==> src/rtl/prt_dptx_act_seq.sv <==
// prt_dptx_act_seq: sequences an MST time-slot allocation change on the DP TX
// control register block. One accepted request produces four ordered writes on
// the message egress port: time slots, ACT mask, ACT set, then ACT clear.
// ACT stays set until the link layer reports that the ACT sequence was sent.
//
// Optional feature macro: PRT_DPTX_ACT_SEQ_TIMEOUT_EN
//   defined   : HOLD also exits after P_TIMEOUT cycles without ACT_DONE_IN;
//               ERR_OUT is set and stays set until the next accepted request.
//   undefined : HOLD waits for ACT_DONE_IN indefinitely; ERR_OUT is tied low.
module prt_dptx_act_seq #(
  parameter int P_MSG_IDX = 5,
  parameter int P_MSG_DAT = 16,
  parameter int P_ACT_MIN = 8,
  parameter int P_TIMEOUT = 4095
) (
  input  logic                 CLK_IN,
  input  logic                 RST_IN,
  input  logic                 REQ_IN,
  input  logic [5:0]           REQ_VC0_TS_IN,
  input  logic [5:0]           REQ_VC1_TS_IN,
  input  logic                 ACT_DONE_IN,
  output logic                 BUSY_OUT,
  output logic                 DONE_OUT,
  output logic                 ERR_OUT,
  output logic [P_MSG_IDX-1:0] WR_IDX_OUT,
  output logic [P_MSG_DAT-1:0] WR_DAT_OUT,
  output logic                 WR_VLD_OUT,
  input  logic                 WR_RDY_IN
);

  // The counter covers both the ACT minimum and the timeout span.
  localparam int CNT_MAX = (P_ACT_MIN > P_TIMEOUT) ? P_ACT_MIN : P_TIMEOUT;
  localparam int CNT_W   = $clog2(CNT_MAX + 1);

  typedef logic [CNT_W-1:0]     cnt_t;
  typedef logic [P_MSG_IDX-1:0] idx_t;
  typedef logic [P_MSG_DAT-1:0] dat_t;

  localparam cnt_t MIN_M1  = cnt_t'(P_ACT_MIN - 1);
  localparam idx_t IDX_ACT = idx_t'(1);
  localparam idx_t IDX_MSK = idx_t'(0);
  localparam idx_t IDX_TS  = idx_t'(2);
  localparam dat_t DAT_ACT = dat_t'(16'h0040);

  typedef enum logic [2:0] {
    S_IDLE, S_WR_TS, S_WR_MSK, S_WR_SET, S_HOLD, S_WR_CLR, S_FIN
  } state_t;

  state_t state;
  cnt_t   cnt;
  logic   done_q;
  logic   hs;
  logic   done_now;
  logic   min_ok;

  // A write completes on VLD&&RDY; a done pulse counts in the cycle it arrives.
  assign hs       = WR_VLD_OUT & WR_RDY_IN;
  assign done_now = done_q | ACT_DONE_IN;
  assign min_ok   = (cnt >= MIN_M1);

`ifdef PRT_DPTX_ACT_SEQ_TIMEOUT_EN
  localparam cnt_t TO_M1 = cnt_t'(P_TIMEOUT - 1);
  logic err_q;
  assign ERR_OUT = err_q;
`else
  assign ERR_OUT = 1'b0;
`endif

  // Sequencer: state plus every registered output, updated together so the
  // next write is already on the port in the cycle after a handshake.
  always_ff @(posedge CLK_IN or negedge RST_IN) begin
    if (!RST_IN) begin
      state      <= S_IDLE;
      cnt        <= '0;
      done_q     <= 1'b0;
      BUSY_OUT   <= 1'b0;
      DONE_OUT   <= 1'b0;
      WR_VLD_OUT <= 1'b0;
      WR_IDX_OUT <= '0;
      WR_DAT_OUT <= '0;
`ifdef PRT_DPTX_ACT_SEQ_TIMEOUT_EN
      err_q      <= 1'b0;
`endif
    end else begin
      DONE_OUT <= 1'b0;
      case (state)
        S_IDLE: begin
          if (REQ_IN) begin
            // Slots are captured straight into the time-slot write data.
            state      <= S_WR_TS;
            BUSY_OUT   <= 1'b1;
            WR_VLD_OUT <= 1'b1;
            WR_IDX_OUT <= IDX_TS;
            WR_DAT_OUT <= dat_t'({2'b00, REQ_VC1_TS_IN, 2'b00, REQ_VC0_TS_IN});
`ifdef PRT_DPTX_ACT_SEQ_TIMEOUT_EN
            err_q      <= 1'b0;
`endif
          end
        end
        S_WR_TS: begin
          if (hs) begin
            state      <= S_WR_MSK;
            WR_IDX_OUT <= IDX_MSK;
            WR_DAT_OUT <= DAT_ACT;
          end
        end
        S_WR_MSK: begin
          if (hs) begin
            state      <= S_WR_SET;
            WR_IDX_OUT <= IDX_ACT;
            WR_DAT_OUT <= DAT_ACT;
          end
        end
        S_WR_SET: begin
          if (hs) begin
            // Done seen on the set handshake itself is already kept.
            state      <= S_HOLD;
            cnt        <= '0;
            done_q     <= ACT_DONE_IN;
            WR_VLD_OUT <= 1'b0;
            WR_IDX_OUT <= '0;
            WR_DAT_OUT <= '0;
          end
        end
        S_HOLD: begin
          done_q <= done_now;
          if (cnt != '1) cnt <= cnt + 1'b1;
          if (min_ok && done_now) begin
            state      <= S_WR_CLR;
            WR_VLD_OUT <= 1'b1;
            WR_IDX_OUT <= IDX_ACT;
            WR_DAT_OUT <= '0;
          end
`ifdef PRT_DPTX_ACT_SEQ_TIMEOUT_EN
          else if (!done_now && cnt >= TO_M1) begin
            // Give up on the link layer but still clear ACT and finish.
            state      <= S_WR_CLR;
            err_q      <= 1'b1;
            WR_VLD_OUT <= 1'b1;
            WR_IDX_OUT <= IDX_ACT;
            WR_DAT_OUT <= '0;
          end
`endif
        end
        S_WR_CLR: begin
          if (hs) begin
            state      <= S_FIN;
            done_q     <= 1'b0;
            DONE_OUT   <= 1'b1;
            WR_VLD_OUT <= 1'b0;
            WR_IDX_OUT <= '0;
            WR_DAT_OUT <= '0;
          end
        end
        S_FIN: begin
          // Requests arriving here are dropped; IDLE only samples the next one.
          state    <= S_IDLE;
          BUSY_OUT <= 1'b0;
        end
        default: begin
          state      <= S_IDLE;
          BUSY_OUT   <= 1'b0;
          WR_VLD_OUT <= 1'b0;
        end
      endcase
    end
  end

endmodule
==> config.mk <==
export PLATFORM = sky130hd
export DESIGN_NAME = prt_dptx_act_seq
export DESIGN_NICKNAME = d
export VERILOG_FILES = /design/src/rtl/prt_dptx_act_seq.sv
export SDC_FILE = /design/constraint.sdc
export NUM_CORES = 1
export LEC_CHECK = 0
export CAP_MARGIN = 20
export CORE_MARGIN = 2
export CORE_UTILIZATION = 50
export CTS_BUF_LIST = sky130_fd_sc_hd__clkbuf_8 sky130_fd_sc_hd__clkbuf_16
export CTS_CLUSTER_SIZE = 30
export DETAILED_ROUTE_END_ITERATION = 6
export GPL_TIMING_DRIVEN = 0
export PLACE_DENSITY = 0.89
export SLEW_MARGIN = 30
export SYNTH_ARGS = -nofsm -noshare
export SYNTH_HDL_FRONTEND = slang
export SYNTH_SLANG_ARGS = --single-unit
==> constraint.sdc <==
create_clock -name CLK_IN -period 2.2 [get_ports CLK_IN]
set_clock_uncertainty 0.15 [all_clocks]
set_input_delay 0.44 -clock CLK_IN [delete_from_list [all_inputs] [get_ports CLK_IN]]
set_output_delay 0.44 -clock CLK_IN [all_outputs]
set_load 0.02 [all_outputs]
==> results of run 1 <==
final timing paths:
path,endpoint
worst max-delay path,WR_DAT_OUT[6]
worst min-delay path,WR_IDX_OUT[1]
worst max register to register,WR_DAT_OUT[6]
worst min register to register,WR_IDX_OUT[1]
max in group asynchronous,cnt[2]
min in group asynchronous,cnt[7]
report_power, final:
group / leakage [nW] / switching, W / internal [W]
Sequential: 0.443 / 0.000249 / 0.000904
Clock: 0.0438 / 0.000226 / 0.000212
Combinational: 0.615 / 0.000868 / 0.000747
Total: 1.10 / 0.00134 / 0.00186
timing repair:
item,CTS,global route
endpoints found under the hold margin,13,0
buffers inserted,0,1
setup endpoints to repair,0,4
resized for setup,0,1
hold buffers,1,0
placed cells by master (no fill, tap or decap), drive strengths merged, types with 3 or more instances in the layout:
cell type / count
nor2: 11
clkbuf: 8
clkdlybuf4s50: 33
mux2i: 19
o21ai: 3
nand2: 28
dfrtp: 34
nor3: 4
inv: 19
nand3: 11
nand4: 5
conb: 7
a31oi: 3
a211oi: 4
buf: 13
a21oi: 9
per-stage QoR:
stage	setup WS (ns)	power, W	util	instance area [µm²]
final	0.08818	0.003206	0.6971	2381
after detailed placement	-0.1876	0.002736	0.6656	2273
after CTS	0.1156	0.003188	0.6916	2362
after global routing	0.009511	0.003451	0.6971	2381
after global placement	-0.1742	0.002679	0.6590	2251
after floorplan	0.3461	0.002161	-	1853
registers in the layout, summed over array words and instances (netlist names):
register,count
DONE_OUT,1
WR_IDX_OUT,2
BUSY_OUT,1
cnt,12
state,3
done_q,1
WR_DAT_OUT,13
WR_VLD_OUT,1
metal layers:
metal  up-vias  part of all wire
met5         -                 0
met4         0             0.025
met3        11             0.068
met2        76              0.50
met1       734              0.41
li1        763                 -
cell type report:
type                    count  area [µm²]
plain buffers              13       85.08
clock buffers               5       68.82
clock inverters             2       10.01
fillers                   278        1035
inverters                  19       71.32
multi-input cells         133       857.1
flip-flops and latches     34       850.8
well taps                  46       57.56
repair buffers             37       380.4
cell usage after synthesis, types with 2 or more instances:
master                     instances
sky130_fd_sc_hd__and3_1            2
sky130_fd_sc_hd__nand4_1           5
sky130_fd_sc_hd__buf_4             7
sky130_fd_sc_hd__and4_1            2
sky130_fd_sc_hd__a32o_1            2
sky130_fd_sc_hd__nand2_1          28
sky130_fd_sc_hd__a31oi_1           3
sky130_fd_sc_hd__a211oi_1          4
sky130_fd_sc_hd__inv_1            19
sky130_fd_sc_hd__mux2i_1          19
sky130_fd_sc_hd__nor3b_1           2
sky130_fd_sc_hd__nor2_1           11
sky130_fd_sc_hd__o21ai_0           2
sky130_fd_sc_hd__dfrtp_1          34
sky130_fd_sc_hd__a31o_2            2
sky130_fd_sc_hd__nor3_1            4
sky130_fd_sc_hd__clkbuf_1          3
sky130_fd_sc_hd__buf_2             2
sky130_fd_sc_hd__nand3_1          11
sky130_fd_sc_hd__a21oi_1           9
worst max-delay path, delay by kind of cell:
kind	cells	cell delay, ns
and+or+nand+nor	3	0.92
buffers and inverters	1	0.56
AOI/OAI and AO/OA	1	0.22
logic make-up (layout without fill, tap and decap cells):
family | count (synthesis) | count (layout) | synth area share
simple gates | 74 | 74 | 0.2078
other cells | 1 | 7 | 0.002049
flops | 34 | 34 | 0.4648
fa+ha+maj | 1 | 1 | 0.006834
buf+inv | 32 | 76 | 0.08544
compound gates | 31 | 31 | 0.1230
mux | 20 | 20 | 0.1100
==> implementation parameters, run 1 <==
Parameter                              Value

Die
  Number of primary I/O pins    42
  Width of the die    64.51 µm
  Number of rows in the core area    21
  Area enclosed by the die boundary    4161 µm²
  Height of the die    64.51 µm
  Initial core utilization    0.5359
  Floorplan Core Area    3416 µm²

Drt
  1st-iter DRT viols    175
  Vias/cell    5.481
  DRC violations left    0
  Final antenna-violating net count    0
  Aggregate routed wire length    4.062 mm
  Number of vias after detailed routing    1,584
  Iteration count of the initial detailed-routing pass    6
  Per-cell routed wire length    14.06 µm

Clock tree
  Total clock sinks    34
  Source-to-sink clock delay at the later pin of the worst-skew pair    0.29 ns
  Clock-pin slew on the worst setup and hold paths    0.07 ns
  Number of levels in the clock H-tree    2
  Maximum buffer depth of the clock tree    2
  Clock tree from TritonCTS    yes
  Root buffer cell    sky130_fd_sc_hd__clkbuf_8
  Number of clock buffers inserted by TritonCTS    5

Logic synthesis
  Post-synthesis register bit count    34
  Synth Flop Type    sky130_fd_sc_hd__dfrtp_1
  Post-synth top area cell    sky130_fd_sc_hd__dfrtp_1
  Proportion of synthesized chip area in sequential cells    0.4648
  Share of flip-flops with an asynchronous set or reset    1.000
  Syn Inst Count    193
  Cell variety after synth    42
  Average cell area after synthesis    9.484 µm²
  Number of enable flip-flop cells after synthesis    0
  Netlist Area Pre-Place    1831 µm²
  Ranking of synthesized cells by area    sky130_fd_sc_hd__dfrtp_1, sky130_fd_sc_hd__mux2i_1, sky130_fd_sc_hd__nand2_1, sky130_fd_sc_hd__inv_1, sky130_fd_sc_hd__nand3_1
  Yosys synthesis warning count    0
  Portion of synthesized cell area occupied by the leading cell type    0.4648

GRT
  Antenna violations before repair    0
  Total congestion overflow after global routing    0
  Most congested layer reported by global routing    met2
  Wire length of the first global-routing pass    6.893 mm
  GR met2 Demand/Resource    0.3724
  All-Layer GR Usage    0.2175
  Vias in the first global route    1,562
  Met3 Track Usage GR    0.06597
  Largest net degree at the start of global routing    22
  Met1 demand-to-capacity share in global routing    0.2489

Setup path
  Maximum fanout count along the critical path    7
  Library cell appearing most often on the critical path    sky130_fd_sc_hd__nor2_1
  Crit Path Category    in2reg
  CP Cell Sequence    clkdlybuf4s50_1 > nand3_1 > nor2_1 > nor2_1 > o22a_1
  Standard cell with the maximum stage delay on the critical path    sky130_fd_sc_hd__clkdlybuf4s50_1
  Critical path endpoint category    flip-flop
  FF-to-FF Start    state[0]
  Crit path launch    WR_RDY_IN
  Critical path arrival    2.14 ns
  Required arrival time at the worst endpoint    2.23 ns
  Max stage delay on crit path    0.56 ns
  Startpoint kind of the worst setup timing path    input port
  Worst Reg2Reg Path Length in Cells    5
  Setup slack, reg-to-reg    0.16 ns

Timing
  Total negative slack for setup checks    0 ns
  Worst rel slew slack    0.5835
  Max-slew violations    0
  Hold WS    0.3431 ns
  Min Tclk post-route    2.112 ns
  Setup violations, final    0
  Final period utilization    0.9599
  Setup repair after global routing missed its margin    false
  Final Hold Vio Count    0
  Slew at the pin with the worst max-slew slack    0.6225 ns
  Fmax    473.5 MHz

Final layout
  Synthesis-to-finish area growth    30.07%
  Layout net count    261
  Diodes inserted    0
  Final non-filler cell total    289
  Proportion of layout cells with a drive suffix above 1    0.1111

Place
  Number of placed cells counting well taps    280
  Quantity of I/O buffers inserted on ports    34
  Placed wire-length estimate    2.879 mm
  Weighted congestion at the end of routability-driven global placement    0.8980

Pwr
  Power Density    1347 nW/µm²
  Largest vdd supply drop    675.9 µV
  Leakage power of the design    1.101 nW

Run status
  Result of the run    complete, no violations

Hold path
  Class of the tightest hold or removal check    reg2reg
  Number of cells on the worst hold path    1
  Start point of the worst hold path    WR_IDX_OUT[1]

Flow run
  Max-cap violations    0
Note: power is estimated with default switching activity, not from simulation.
==> run 2: changes to the inputs <==
- TNS_END_PERCENT: not set -> 100
==> results of run 2 <==
The final DEF is identical to that of run 1; final timing and power are the same.
